==> src/rtl/display_owner_arbiter.sv <==
// display_owner_arbiter: hands the board display (LEDR, HEX5..HEX0) to lab
// design A or B. Every owner change passes through a fixed blank interval,
// so segments from the two designs never mix on the display.
// The display pins are driven from registers.
// Optional feature: define DISPLAY_ARB_KEY_TOGGLE_EN to add a debounced
// KEY[1] press that flips the owner chosen by SW[9].
module display_owner_arbiter #(
  parameter int DEBOUNCE_CYCLES = 50000,
  parameter int BLANK_CYCLES    = 4
) (
  input  logic        clk,
  input  logic        rst_n,
  input  logic        sel_sw,
  input  logic        key_n,
  input  logic [9:0]  leds_a,
  input  logic [47:0] hex_a,
  input  logic [9:0]  leds_b,
  input  logic [47:0] hex_b,
  output logic [9:0]  LEDR,
  output logic [47:0] HEX,
  output logic        owner,
  output logic        switching
);

  localparam int BW = $clog2(BLANK_CYCLES + 1);
  localparam logic [BW-1:0] BLANK_LAST = BW'(BLANK_CYCLES - 1);
  localparam logic [47:0]   HEX_OFF    = {6{8'hFF}};

  typedef enum logic [1:0] {BLANK, OWN_A, OWN_B} state_t;

  state_t        state, state_nxt;
  logic [BW-1:0] blank_cnt;
  logic          sel_meta, sel_sync;
  logic          req;

  // Two-flop synchronizer for the owner-select switch
  always_ff @(posedge clk or negedge rst_n) begin
    if (!rst_n) begin
      sel_meta <= 1'b0;
      sel_sync <= 1'b0;
    end else begin
      sel_meta <= sel_sw;
      sel_sync <= sel_meta;
    end
  end

`ifdef DISPLAY_ARB_KEY_TOGGLE_EN
  localparam int DW = $clog2(DEBOUNCE_CYCLES + 1);
  localparam logic [DW-1:0] DB_LAST = DW'(DEBOUNCE_CYCLES - 1);

  logic          key_meta, key_sync, key_acc, toggle_flag, press;
  logic [DW-1:0] db_cnt;

  // Press pulse: the accepted level is about to fall from 1 to 0 this cycle
  always_comb begin
    press = (key_sync != key_acc) && (db_cnt == DB_LAST) && !key_sync;
  end

  // Key synchronizer, debounce counter, accepted level and toggle flag
  always_ff @(posedge clk or negedge rst_n) begin
    if (!rst_n) begin
      key_meta    <= 1'b1;
      key_sync    <= 1'b1;
      key_acc     <= 1'b1;
      db_cnt      <= '0;
      toggle_flag <= 1'b0;
    end else begin
      key_meta <= key_n;
      key_sync <= key_meta;
      if (key_sync == key_acc) begin
        db_cnt <= '0;
      end else if (db_cnt == DB_LAST) begin
        key_acc <= key_sync;
        db_cnt  <= '0;
      end else begin
        db_cnt <= db_cnt + DW'(1);
      end
      if (press) toggle_flag <= ~toggle_flag;
    end
  end

  assign req = sel_sync ^ toggle_flag;
`else
  // The key input and debounce length have no function in this build
  logic unused_key;
  assign unused_key = key_n ^ (DEBOUNCE_CYCLES == 0);
  assign req        = sel_sync;
`endif

  // Next-state decode; req is sampled when the blank interval runs out
  always_comb begin
    state_nxt = state;
    case (state)
      OWN_A:   if (req)  state_nxt = BLANK;
      OWN_B:   if (!req) state_nxt = BLANK;
      BLANK:   if (blank_cnt == '0) state_nxt = req ? OWN_B : OWN_A;
      default: state_nxt = BLANK;
    endcase
  end

  // State, blank counter and display registers, all loaded from the next state
  always_ff @(posedge clk or negedge rst_n) begin
    if (!rst_n) begin
      state     <= BLANK;
      blank_cnt <= BLANK_LAST;
      owner     <= 1'b0;
      switching <= 1'b1;
      LEDR      <= '0;
      HEX       <= HEX_OFF;
    end else begin
      state <= state_nxt;
      if (state != BLANK && state_nxt == BLANK)
        blank_cnt <= BLANK_LAST;
      else if (state == BLANK && blank_cnt != '0)
        blank_cnt <= blank_cnt - BW'(1);
      case (state_nxt)
        OWN_A: begin
          LEDR      <= leds_a;
          HEX       <= hex_a;
          owner     <= 1'b0;
          switching <= 1'b0;
        end
        OWN_B: begin
          LEDR      <= leds_b;
          HEX       <= hex_b;
          owner     <= 1'b1;
          switching <= 1'b0;
        end
        default: begin
          LEDR      <= '0;
          HEX       <= HEX_OFF;
          switching <= 1'b1;
        end
      endcase
    end
  end

endmodule

==> config.mk <==
export PLATFORM = sky130hd
export DESIGN_NAME = display_owner_arbiter
export DESIGN_NICKNAME = d
export VERILOG_FILES = /design/src/rtl/display_owner_arbiter.sv
export SDC_FILE = /design/constraint.sdc
export NUM_CORES = 1
export LEC_CHECK = 0
export CAP_MARGIN = 20
export CORE_MARGIN = 2
export CORE_UTILIZATION = 38
export DETAILED_ROUTE_END_ITERATION = 6
export GPL_TIMING_DRIVEN = 0
export HOLD_SLACK_MARGIN = 0.12
export PLACE_DENSITY = 0.85
export SLEW_MARGIN = 20
export SYNTH_ARGS = -nofsm -noshare
export SYNTH_HDL_FRONTEND = slang
export SYNTH_SLANG_ARGS = --single-unit
==> constraint.sdc <==
create_clock -name clk -period 6.05 [get_ports clk]
set_input_delay 0.9075 -clock clk [delete_from_list [all_inputs] [get_ports clk]]
set_output_delay 0.9075 -clock clk [all_outputs]
set_load 0.005 [all_outputs]
# == After elaboration in Yosys (flattened, before gate mapping) ==
# Index checks and enable logic that the tools add are counted.
# word_totals
regBits,67
in_bits,120
output_inout_bits,60
wordCells,34
# op_classes
addsub,1
n_eq_ne,4
n_mux,11
reduce_logical,10
# ops
op,n
$pmux W48 S2,1
$pmux W10 S2,1
$mux W2,4
$mux W3,2
$pmux W2 S3,1
$reduce_bool A2 Y1,3
$eq A2 B1 Y1 const B,2
$eq A2 B2 Y1 const B,2
$logic_not A2 Y1,2
$logic_not A3 Y1,1
$reduce_bool A3 Y1,1
$sub A3 B1 Y3 const B,1
$logic_and A1 B1 Y1,2
$pmux W1 S2,1
$reduce_or A2 Y1,1
$mux W1,1

# == Depth between registers and ports, before layout ==
# depth
ltp_word,6
ltp_mapped,11

# == Worst setup path after synthesis ==
# Ideal clock, no wire load.
# synth_timing
kind,register to register
startpoint,reg blank_cnt[0]
endpoint,reg HEX[26]
arrival_ns,2.206
required_ns,5.967
slack_ns,3.761
stages_incl_launch_ff,11
n_path_buf,4
period_less_slack_ns,2.289
cell_sequence,dfstp_2 > inv_1 > ha_1 > nor2b_1 > buf_6 > o21ai_0 > ha_1 > clkbuf_1 > buf_2 > buf_2 > a221o_1
# synth_via
elab_chain_cells,5
elab_cells_between_ends,6
cone_classes,eq/ne (2); mux (3); reduce/logical (1)
# synth_lines
item,line,text
from (decl),32,logic [BW-1:0] blank_cnt;
from (signal assigned),115,blank_cnt <= blank_cnt - BW'(1);
$logic_not A3 Y1 (*),96,BLANK: if (blank_cnt == '0) state_nxt = req ? OWN_B : OWN_A;
$mux W2 (*),96,
$pmux W2 S3 (*),93,case (state)
$eq A2 B2 Y1 or $eq A2 B1 Y1 (tied branches),116,case (state_nxt)
$pmux W48 S2 (*),116,
to (signal assigned),109,HEX <= HEX_OFF;
to (signal assigned),119,HEX <= hex_a;
to (signal assigned),125,HEX <= hex_b;
to (decl),20,"output logic [47:0] HEX,"
# Every way passes the cells marked *; elsewhere a longest branch is shown, timed or not.
# A chain may end at the register's enable or synchronous reset.

# == Worst setup path in the final report ==
# layout_timing
startpoint,reg blank_cnt[0]
endpoint,reg HEX[30]
# layout_via
elab_chain_cells,5
elab_cells_between_ends,6
cone_classes,eq/ne (2); mux (3); reduce/logical (1)
# layout_lines
item,line,text
$logic_not A3 Y1 (*),96,
$mux W2 (*),96,
$pmux W2 S3 (*),93,
via state_nxt[1],31,"state_t state, state_nxt;"
$eq A2 B2 Y1 or $eq A2 B1 Y1 (tied branches),116,
$pmux W48 S2 (*),116,
# The timed path passes the listed nets; every way through them passes the cells marked *.

==> results <==
- The number of hold violations in the final report is 0.
- The clock group share of total power is 21.3%.
- The number of filler instances in the final layout is 453.
- Setup repair after global routing left no endpoint under its margin.
- Summed over all layers, the routed wires come to 8000 um.
- The run finished with clean final reports.
- The number of buffers inserted by hold repair at cts is 0.
- The global-route usage over all layers is between 20% and 30%.
- The clock skew after layout is 0.01559 ns.
- The peak supply drop is 0.1968 mV.
- The congestion estimate from routability-driven global placement came to about 0.76.
- The number of vias per cell after detailed routing is 5.225.
- The half-perimeter wire length after placement is roughly 6300 um.
- The worst stage delay on the critical path is roughly 0.54 ns.
- The post-layout minimum cycle time is 2.639 ns.
- The starting DRC count in detailed routing is 83.
- The depth of the worst register-to-register path is 10.
- The DRC violation count after routing is 0.
- The reg-to-reg endpoint is HEX[30]$_DFF_PN1_.
- The startpoint identified for the worst hold timing path is sel_meta$_DFF_PN0_.
- After synthesis the netlist holds a flip-flop and latch count of 67.
- The worst register-to-register path begins at blank_cnt[0]$_DFFE_PN1P_.
- The final hold slack is 0.3551 ns.
- In this run, flip-flops and latches consume 36.0% of the power.
- The sequential fraction of the synthesis area is 65.83%.
- The maximum clock rate is around 0.38 GHz.
- The clock transition at the registers of the reported paths is about 0.070 ns.
- Leaving out fill and tap cells, the most frequent cell in the layout is clkdlybuf4s50_1.
- The worst relative slew slack is approximately two thirds.
- The maximum number of pins on one net before global-route repair is 39.
- The largest individual stage delay along the critical path comes from the cell dfstp_2.
- The share of layout cells above drive strength 1 is 21.12%.
- Post-CTS timing repair inserted 0 buffers for setup.
- Across all layers, the routed design uses approximately 2,400 vias.
- The root buffer cell chosen for the clock tree is clkbuf_8.
- The placed instances occupy a cell area of 0.004543 sq mm.
- The tool flagged a number of max-cap violations equal to 0.
- The number of antenna repair diodes is 0.
- The first TritonRoute pass finished after 4 iterations.
- The wire length of the first global-routing pass is between 10,000 and 15,000 um.
- The register-to-register setup slack is roughly 3.4 ns.
- Summing internal, switching and leakage power gives about 1.9 mW.
- The clock passes through at most 2 buffers.
- The height of the die is 87.41 um.
- Synthesis produced 179 cells.
- The average routed wire per standard cell is between 15 and 20 um.
- The number of different library cells used by synthesis comes to 26.
- Data arrives at the worst endpoint at 2.90 ns.
- Walking the worst path, the cells encountered are inv_1 -> ha_1 -> nor2b_1 -> buf_6 -> o21ai_0 -> inv_1 -> ha_1 -> buf_2 -> buf_1 -> a221o_1.
- TritonCTS built the clock tree.
- Once layout is done, the placed cells without fillers occupy ~0.0048 sq mm.
- Summed over all failing endpoints, the final setup total negative slack is 0 ns.
- For the pin with the worst max-slew slack, the measured transition is between 0.5 and 0.6 ns.
- The Yosys step of the flow raised 0 warnings.
- The I/O pin total is 180.
- The starting density of the core is between 30% and 40%.
- The sequential cells in the finished layout cover a total of around 0.0017 sq mm.
- The number of nets in the synthesized netlist is just over 300.
- The number of global-route vias before repair is about 2,500.
- The design internal power is between 1 and 1.5 mW.
- The kind of critical path is reg -> reg.
- The total area inside the core boundary comes to around 0.0068 sq mm.
- The total global routing overflow is 0.
- In the final layout, the multi-input gates occupy around 790 sq um.
- The combined area of all synthesized cells is between 0.002 and 0.003 sq mm.
- The library cells used most frequently in the layout, excluding fill and tap cells, are 177 x clkdlybuf4s50_1, 51 x dfstp_2, 48 x a221o_1, 16 x dfrtp_1, 10 x a22o_1.
- Measured along the x axis, the die boundary spans 87.41 um.
- The number of sinks on the clock net is 67.
- The clock latency reported for the late side of the worst-skew pair is between 0.3 and 0.4 ns.
- The worst hold endpoint is req$_DFF_PN0_.
- The final max-slew violation count was 0.
- The number of cells upsized or downsized after cts is 0.
- In this run the static leakage power is between 1.5 and 2 nW.
- The area of the die is between 0.007 and 0.008 sq mm.
- The number of antenna violations at the first check in global routing is 0.
- The worst hold path depth is 0.
- The final net count is 493.
- The final critical-path share of the clock period is between 40% and 50%.
- The mean cell area of the mapped netlist is between 10 and 15 sq um.
- STA classifies the critical path endpoint as a flop.
- Clock tree synthesis inserted a total of 9 buffers.
- The count of endpoints failing setup in the final report is 0.
- Power spread over the standard cell area amounts to 404.8 mW/mm^2.
- Along the worst path, the maximum fanout reaches 10.
- The switching fraction of total power is 29.61%.
- The relative area change from synthesis to final layout is 80.31%.
- The number of antenna-violating nets in the routed design is 0.
- The H-tree was split into 3 levels.
- The port buffer count is roughly 180.
- After floorplanning, the core was divided into 30 placement rows.
- STA classifies the critical path startpoint as a flop.
- At the worst endpoint, the required time is between 6 and 7 ns.
- The portion of total power attributed to combinational logic is between 40% and 50%.
- Summed over all nets, the switching power comes to 571.4 uW.
- The path class of the tightest hold or removal check is reg -> reg.
layer usage:
layer | global-route usage, % | wire length, um | part of all wire (%)
met2 | 39.53 | 4408 | 55
met1 | 22.43 | 2906 | 36
met5 | 0 | 0 | 0
met4 | 6.713 | 110 | 1.4
met3 | 5.498 | 575 | 7.2
cells in the mapped netlist:
master | n | area share, %
nand3_1 | 2 | 0.38
a21oi_1 | 2 | 0.38
buf_1 | 3 | 0.43
mux2_2 | 1 | 0.43
nand4b_1 | 1 | 0.33
a22o_1 | 10 | 3.3
xnor2_1 | 1 | 0.33
nor3b_1 | 1 | 0.28
dfrtp_1 | 16 | 15
ha_1 | 4 | 1.9
inv_1 | 5 | 0.71
clkbuf_1 | 8 | 1.1
or3b_1 | 1 | 0.33
buf_6 | 2 | 0.85
o211a_1 | 1 | 0.38
nor2_1 | 2 | 0.28
dfstp_2 | 51 | 51
nand3b_1 | 2 | 0.57
o21ai_0 | 2 | 0.38
o22ai_1 | 2 | 0.47
a221o_1 | 48 | 18
o21a_1 | 2 | 0.57
clkbuf_2 | 1 | 0.19
nor2b_1 | 4 | 0.95
a21o_1 | 1 | 0.28
buf_2 | 6 | 1.1
state kept, by name, indices dropped and copies added (netlist names):
| name | count |
|---|---|
| HEX | 48 |
| LEDR | 10 |
| blank_cnt | 3 |
| owner | 1 |
| req | 1 |
| sel_meta | 1 |
| state | 2 |
| switching | 1 |
through the flow:
step | setup WS, ns | cells | util [%]
after floorplan | 3.761 | 179 | -
after global placement | 2.002 | 437 | 66.98
after detailed placement | 3.408 | 438 | 67.24
after CTS | 3.399 | 454 | 70.56
after global routing | 3.207 | 454 | 70.56
final | 3.411 | 454 | 70.56
cell type report:
class | instances | area share [%]
plain buffers | 20 | 2.073
clock buffers | 9 | 2.598
clock inverters | 7 | 2.100
inverters | 5 | 0.3937
multi-input cells | 87 | 16.48
flip-flops and latches | 67 | 36.51
well taps | 80 | 2.100
repair buffers | 179 | 37.74
kinds of logic after synthesis:
logic type	count (synthesis)	share of synthesized area (%)
compound gates	68	23.95
flops	67	65.83
buf+inv	25	4.449
simple gates	13	3.124
fa+ha+maj	4	1.893
xor+xnor	1	0.3313
mux	1	0.4259
power by group through the flow:
stage	combinational (mW)	sequential [mW]	clock [mW]
detailed placement	0.831	0.704	0
global route	0.905	0.709	0.440
floorplan	0.397	0.715	0
global placement	0.802	0.698	0
CTS	0.837	0.697	0.418
finish	0.824	0.695	0.411
critical path: cells and delay by family, from the launching register on:
kind	cells	cell delay, ns
AO/OA/AOI/OAI	2	0.64
buffers and inverters	5	0.79
AND/OR/NAND/NOR	1	0.14
adder cells (fa/ha/maj)	2	0.47
flip-flops	1	0.54
worst max path at each step:
stage	endpoint	start	slack, ns	depth (start not counted)
2_1_floorplan	HEX[26]$_DFF_PN1_	blank_cnt[0]$_DFFE_PN1P_	3.76	10
3_3_place_gp	state[0]$_DFF_PN0_	rst_n	2.00	1
3_5_place_dp	HEX[30]$_DFF_PN1_	blank_cnt[0]$_DFFE_PN1P_	3.41	10
4_1_cts	HEX[30]$_DFF_PN1_	blank_cnt[0]$_DFFE_PN1P_	3.40	10
6_report	HEX[30]$_DFF_PN1_	blank_cnt[0]$_DFFE_PN1P_	3.41	10
5_1_grt	HEX[30]$_DFF_PN1_	blank_cnt[0]$_DFFE_PN1P_	3.21	10
No activity file was read; power rests on OpenSTA's default activity.
